**src/rtl/dot_product_ctrl_if.sv**
```systemverilog
// Host and memory-read signals of the dot-product sequencer.
// master = host/memory side, slave = controller side.
interface dot_product_ctrl_if #(
  parameter int DATA_WIDTH = 8,
  parameter int ADDR_WIDTH = 4,
  parameter int ACC_WIDTH  = 2*DATA_WIDTH+ADDR_WIDTH
);
  logic                  start;
  logic [ADDR_WIDTH:0]   len;
  logic [ADDR_WIDTH-1:0] base_a;
  logic [ADDR_WIDTH-1:0] base_b;
  logic                  rd_en;
  logic [ADDR_WIDTH-1:0] rd_addr_a;
  logic [ADDR_WIDTH-1:0] rd_addr_b;
  logic [DATA_WIDTH-1:0] data_a;
  logic [DATA_WIDTH-1:0] data_b;
  logic                  busy;
  logic                  done;
  logic [ACC_WIDTH-1:0]  result;

  modport master (
    output start, len, base_a, base_b, data_a, data_b,
    input  rd_en, rd_addr_a, rd_addr_b, busy, done, result
  );

  modport slave (
    input  start, len, base_a, base_b, data_a, data_b,
    output rd_en, rd_addr_a, rd_addr_b, busy, done, result
  );
endinterface

```
**src/rtl/dot_product_ctrl.sv**
```systemverilog
// Streams element pairs out of memories A and B, multiply-accumulates them
// and presents the unsigned dot product with a one-cycle done pulse.
//
// state   | meaning
// S_IDLE  | waiting for start; len/base sampled here
// S_READ  | issuing one read per cycle, cnt_q reads remaining
// S_DRAIN | last read data returning, final accumulate into result
// S_DONE  | done pulse, back to idle
module dot_product_ctrl #(
  parameter int DATA_WIDTH = 8,
  parameter int ADDR_WIDTH = 4,
  parameter int ACC_WIDTH  = 2*DATA_WIDTH+ADDR_WIDTH
) (
  input  logic               clk,
  input  logic               rst_n,
  dot_product_ctrl_if.slave  bus
);
  localparam int LEN_W = ADDR_WIDTH + 1;
  localparam logic [LEN_W-1:0] DEPTH = {1'b1, {ADDR_WIDTH{1'b0}}};

  typedef enum logic [1:0] {S_IDLE, S_READ, S_DRAIN, S_DONE} state_t;

  state_t                state_q, state_d;
  logic [LEN_W-1:0]      cnt_q, cnt_d;
  logic                  rd_en_q, rd_en_d;
  logic [ADDR_WIDTH-1:0] addr_a_q, addr_a_d;
  logic [ADDR_WIDTH-1:0] addr_b_q, addr_b_d;
  logic                  pend_q, pend_d;
  logic [ACC_WIDTH-1:0]  acc_q, acc_d;
  logic [ACC_WIDTH-1:0]  result_q, result_d;
  logic                  busy_q, busy_d;
  logic                  done_q, done_d;

  logic [LEN_W-1:0]        len_sat;
  logic [2*DATA_WIDTH-1:0] prod_full;
  logic [ACC_WIDTH-1:0]    acc_sum;

  assign len_sat   = (bus.len > DEPTH) ? DEPTH : bus.len;
  assign prod_full = bus.data_a * bus.data_b;
  assign acc_sum   = acc_q + ACC_WIDTH'(prod_full);

  always_ff @(posedge clk) begin
    if (!rst_n) begin
      state_q  <= S_IDLE;
      cnt_q    <= '0;
      rd_en_q  <= 1'b0;
      addr_a_q <= '0;
      addr_b_q <= '0;
      pend_q   <= 1'b0;
      acc_q    <= '0;
      result_q <= '0;
      busy_q   <= 1'b0;
      done_q   <= 1'b0;
    end else begin
      state_q  <= state_d;
      cnt_q    <= cnt_d;
      rd_en_q  <= rd_en_d;
      addr_a_q <= addr_a_d;
      addr_b_q <= addr_b_d;
      pend_q   <= pend_d;
      acc_q    <= acc_d;
      result_q <= result_d;
      busy_q   <= busy_d;
      done_q   <= done_d;
    end
  end

  always_comb begin
    state_d = state_q;
    case (state_q)
      S_IDLE:  if (bus.start) state_d = (len_sat == '0) ? S_DONE : S_READ;
      S_READ:  if (cnt_q == LEN_W'(1)) state_d = S_DRAIN;
      S_DRAIN: state_d = S_DONE;
      S_DONE:  state_d = S_IDLE;
      default: state_d = S_IDLE;
    endcase
  end

  always_comb begin
    cnt_d    = cnt_q;
    addr_a_d = addr_a_q;
    addr_b_d = addr_b_q;
    result_d = result_q;
    pend_d   = rd_en_q;
    acc_d    = pend_q ? acc_sum : acc_q;
    rd_en_d  = (state_d == S_READ);
    busy_d   = (state_d == S_READ) || (state_d == S_DRAIN);
    done_d   = (state_d == S_DONE);
    case (state_q)
      S_IDLE: begin
        if (bus.start) begin
          cnt_d = len_sat;
          acc_d = '0;
          if (len_sat == '0) begin
            result_d = '0;
          end else begin
            addr_a_d = bus.base_a;
            addr_b_d = bus.base_b;
          end
        end
      end
      S_READ: begin
        // cnt_q is a remaining-reads down-counter; addresses freeze on the last read
        cnt_d = cnt_q - LEN_W'(1);
        if (state_d == S_READ) begin
          addr_a_d = addr_a_q + ADDR_WIDTH'(1);
          addr_b_d = addr_b_q + ADDR_WIDTH'(1);
        end
      end
      S_DRAIN: result_d = acc_sum;
      default: ;
    endcase
  end

  assign bus.rd_en     = rd_en_q;
  assign bus.rd_addr_a = addr_a_q;
  assign bus.rd_addr_b = addr_b_q;
  assign bus.busy      = busy_q;
  assign bus.done      = done_q;
  assign bus.result    = result_q;
endmodule

```
**src/flat_wrapper.sv**
```systemverilog
// flat-port wrapper written by rule: the top's interface ports become plain ports
module dot_product_ctrl_flat 
#(
  parameter int DATA_WIDTH = 8,
  parameter int ADDR_WIDTH = 4,
  parameter int ACC_WIDTH  = 2*DATA_WIDTH+ADDR_WIDTH
)
  (clk, rst_n, bus_start, bus_len, bus_base_a, bus_base_b, bus_data_a, bus_data_b, bus_rd_en, bus_rd_addr_a, bus_rd_addr_b, bus_busy, bus_done, bus_result);
  dot_product_ctrl_if #(.DATA_WIDTH(DATA_WIDTH), .ADDR_WIDTH(ADDR_WIDTH), .ACC_WIDTH(ACC_WIDTH)) bus_i ();
  input  logic clk;
  input  logic rst_n;
  input wire logic [$bits(bus_i.start)-1:0] bus_start;
  input wire logic [$bits(bus_i.len)-1:0] bus_len;
  input wire logic [$bits(bus_i.base_a)-1:0] bus_base_a;
  input wire logic [$bits(bus_i.base_b)-1:0] bus_base_b;
  input wire logic [$bits(bus_i.data_a)-1:0] bus_data_a;
  input wire logic [$bits(bus_i.data_b)-1:0] bus_data_b;
  output wire logic [$bits(bus_i.rd_en)-1:0] bus_rd_en;
  output wire logic [$bits(bus_i.rd_addr_a)-1:0] bus_rd_addr_a;
  output wire logic [$bits(bus_i.rd_addr_b)-1:0] bus_rd_addr_b;
  output wire logic [$bits(bus_i.busy)-1:0] bus_busy;
  output wire logic [$bits(bus_i.done)-1:0] bus_done;
  output wire logic [$bits(bus_i.result)-1:0] bus_result;
  assign bus_i.start = bus_start;
  assign bus_i.len = bus_len;
  assign bus_i.base_a = bus_base_a;
  assign bus_i.base_b = bus_base_b;
  assign bus_i.data_a = bus_data_a;
  assign bus_i.data_b = bus_data_b;
  assign bus_rd_en = bus_i.rd_en;
  assign bus_rd_addr_a = bus_i.rd_addr_a;
  assign bus_rd_addr_b = bus_i.rd_addr_b;
  assign bus_busy = bus_i.busy;
  assign bus_done = bus_i.done;
  assign bus_result = bus_i.result;
  dot_product_ctrl #(.DATA_WIDTH(DATA_WIDTH), .ADDR_WIDTH(ADDR_WIDTH), .ACC_WIDTH(ACC_WIDTH)) u_core (.clk(clk), .rst_n(rst_n), .bus(bus_i));
endmodule
```
**config.mk**
```make
export PLATFORM = sky130hd
export DESIGN_NAME = dot_product_ctrl_flat
export DESIGN_NICKNAME = d
export VERILOG_FILES = /design/src/rtl/dot_product_ctrl_if.sv /design/src/rtl/dot_product_ctrl.sv /design/src/flat_wrapper.sv
export SDC_FILE = /design/constraint.sdc
export NUM_CORES = 1
export LEC_CHECK = 0
export BUFFER_PORTS_ARGS = -buffer_cell sky130_fd_sc_hd__buf_2
export CELL_PAD_IN_SITES_DETAIL_PLACEMENT = 0
export CELL_PAD_IN_SITES_GLOBAL_PLACEMENT = 1
export CORE_UTILIZATION = 45
export DETAILED_ROUTE_END_ITERATION = 10
export GPL_TIMING_DRIVEN = 0
export HOLD_SLACK_MARGIN = 0.05
export PLACE_DENSITY = 0.84
export SETUP_SLACK_MARGIN = 0.4
export SYNTH_ARGS = -nofsm -noshare
export SYNTH_HDL_FRONTEND = slang
export SYNTH_SLANG_ARGS = --single-unit
```
**constraint.sdc**
```tcl
create_clock -name clk -period 7 [get_ports clk]
set_input_delay 1.4 -clock clk [delete_from_list [all_inputs] [get_ports clk]]
set_output_delay 1.4 -clock clk [all_outputs]
set_load 0.1 [all_outputs]
```
==> flow_summary.yaml <==
run_status:
  outcome: "finished clean"
floorplanning:
  fp.coreArea_mm2: 0.0110
  dieWidth_um: 109
  die_y_um: 109
  die-area_mm2: 0.0118
  num_rows: 38
  start_util_pct: 46.7
  ios: 63
drt:
  postRouteAntennaNets: 0
  routed-via-count: 4262
  post-route-drc-count: 0
  vias_per_cell: 5.13
  avgRoutedWirePerCell_um: 13.9
  drt-initial-drc-count: 164
  wirelength_um: 11500
  firstDrtPassIters: 4
synth:
  ys_ff_latch: 59
  synth.largest_area_cell: "dfxtp_1"
  synthMostInstantiatedCell: "inv_1"
  ys_warn_count: 0
  synth_top_area_share_pct: 23.0
  dominantRegCellSynth: "dfxtp_1"
  syn_avg_cell_area_um2: 8.32
  synth-edff-count: 0
  synth_common_cells: "inv_1 (108), nand2_1 (75), dfxtp_1 (59), fa_1 (50), ha_1 (47)"
  syn_inst: 617
  ys_async_sr_fraction_pct: 0
  synth.area.top_cells: "dfxtp_1 (23%), fa_1 (20%), ha_1 (11%)"
  syn_area_mm2: 0.00513
  synth_nets: 746
  ys_types: 56
  yosysSeqAreaShare_pct: 23.0
critical_path:
  cp.required_ns: 7.24
  cp_num_buf_inv: 4
  cpPeakStageDelay_ns: 0.54
  path_cells: "clkbuf_1 > nand2_1 > fa_1 > fa_1 > inv_1 > fa_1 > inv_1 > fa_1 > inv_1 > ha_1 > a21o_1 > o21bai_1 > o21a_1 > o21ai_0 > nand2_1 > o21ai_0"
  cp_max_fo: 8
  cp_common_cell: "fa_1"
  cpLargestDelayFamily: "adder cells"
  setup.worst_path.end_class: "flip-flop"
  worst_r2r_startpoint: "u_core.acc_q[7]"
  crit_start: "bus_data_a[5]"
  worst_path_max_delay_cell: "fa_1"
  cp-start-kind: "primary input"
  cp.arrival_ns: 5.77
  worstSetupPathType: "primary input to flip-flop"
global_routing:
  grt_pass1_vias: 4286
  grt_overflow: 0
  grt_max_degree: 11
  antenna_found_initial: 0
  grt_pass1_wl_um: 20100
  grt_usage_pct: 21.7
power:
  ir_drop_mv: 0.229
  p_sw_share_pct: 43.2
  pwr-share-comb_pct: 51.4
  pwr-share-seq_pct: 21.6
  p_clk_share_pct: 27.1
  p_per_area_mw_per_mm2: 299
  p_switching_mw: 0.765
  leakagePower_nw: 2.91
  p_int_mw: 1.01
placed_design:
  routabilityCongestion: 0.888
  postPlaceCellArea_mm2: 0.00560
  port_buffers: 58
  hpwl_um: 9330
  dpl.cell_count: 815
cells_and_area:
  syn_to_final_growth_pct: 15.4
  nFillCells: 1039
  stdcell_count: 830
  nets: 815
  seq_area_mm2: 0.00118
  drive_gt1_share_pct: 11.9
  stdcell_area_mm2: 0.00592
  antenna_cells: 0
  multiInputGateArea_mm2: 0.00347
timing:
  fin_crit_ns: 5.53
  skew_ns: 0.00719
  hold_viol: 0
  worst_pin_slew_ns: 0.795
  fin_crit_sh_pct: 79.0
  slew-limit-headroom_pct: 47.0
  hold_ws_ns: 0.450
  setup_viol: 0
  rsz0062_at_grt: "false"
  finalSetupTns_ns: 0
  drv_slew: 0
  max_freq_mhz: 181
worst_hold_path:
  min_from: "u_core.bus.result[18]"
  hold_class: "flip-flop to flip-flop"
clocking:
  cts_tree: "done"
  root_buffer: "clkbuf_16"
  cts-buffers-inserted: 9
  clk_latency_ns: 0.33
  cts_max_level: 3
  ctsResizeCount: 0
  cts.clk_slew.worst_paths_ns: 0.05
  postCtsSetupRepairBufs: 0
  clk_path_buf_depth: 2
  cts_sinks: 59
  postCtsHoldBufs: 0
flow_run:
  max-cap-violations: 0
-- registers in the layout, summed over array words and instances (netlist names) --
signal,flops
u_core.acc_q,20
u_core.pend_q,1
u_core.bus.rd_en,1
u_core.bus.done,1
u_core.state_q,2
u_core.bus.result,20
u_core.bus.rd_addr_b,4
u_core.bus.busy,1
u_core.bus.rd_addr_a,4
u_core.cnt_q,5
-- worst reg2reg max path, stage by stage (launching register included) --
cell and delay [ns]:
dfxtp_1 0.34, inv_1 0.07, fa_1 0.54, inv_1 0.06
fa_1 0.46, fa_1 0.49, inv_1 0.05, fa_1 0.54
inv_1 0.05, ha_1 0.35, a21o_1 0.22, o21bai_1 0.25
o21a_1 0.24, o21ai_0 0.31, nand2_1 0.19, o21ai_0 0.20
-- area by class of cell --
cell class                 instances  area share, %
sequential                        59           19.9
inverter                         110           6.97
buffer                            17           1.16
clock buffer                      11           4.27
multi-input combinational        431           58.6
clock inverter                     4           1.25
timing repair buffer              58           4.90
tap                              140           2.96
-- per-stage QoR --
stage	utilization, %	worst slack, ns	total power [mW]
floorplan	-	1.63	1.08
global placement	51.0	1.18	1.28
detailed placement	51.0	1.14	1.29
CTS	53.9	1.45	1.78
global route	53.9	1.17	1.92
finish	53.9	1.47	1.77
-- final timing paths --
path	endpoint	cells after the start	slack, ns
setup / recovery	u_core.bus.result[14]	16	1.47
hold / removal	u_core.bus.result[18]	2	0.45
hold reg to reg	u_core.bus.result[18]	2	0.45
setup reg to reg	u_core.bus.result[14]	15	2.54
-- cells in the final DEF, fill, tap and decap left out, types with 4 or more instances in the layout --
cell type	count
inv_1	108
nand2_1	75
buf_2	62
dfxtp_1	59
fa_1	50
ha_1	47
nor2_1	43
and2_1	42
a21oi_1	26
o21ai_0	21
nand3_1	20
clkbuf_1	12
mux2i_1	12
clkbuf_16	9
a22oi_1	8
nor3_1	7
xnor2_1	6
xor2_1	6
a211oi_1	5
o21ai_1	5
and3_1	5
a21o_1	4
a31oi_1	4
-- power by group through the flow --
stage	combinational, mW	clock (mW)	sequential (mW)
global placement	0.892	0	0.388
finish	0.910	0.480	0.382
floorplan	0.610	0	0.471
global route	1.04	0.503	0.385
detailed placement	0.903	0	0.388
CTS	0.914	0.486	0.382
-- metal layers --
| metal | vias up | share of wire, % | track usage, % |
|---|---|---|---|
| met5 | - | 0 | 0 |
| met4 | 0 | 0.63 | 5.02 |
| met3 | 4 | 3.7 | 3.83 |
| met2 | 91 | 47 | 36.6 |
| met1 | 2031 | 48 | 29.0 |
| li1 | 2136 | - | - |
-- logic make-up after synthesis --
logic type / after synthesis / synth area share (%)
AO/OA/AOI/OAI: 100 / 12.8
XOR/XNOR: 12 / 2.05
adder cells (fa/ha/maj): 97 / 31.0
buffers and inverters: 127 / 9.39
flip-flops: 59 / 23.0
multiplexers: 12 / 2.34
AND/OR/NAND/NOR: 210 / 19.4
No activity file was read; power rests on OpenSTA's default activity.
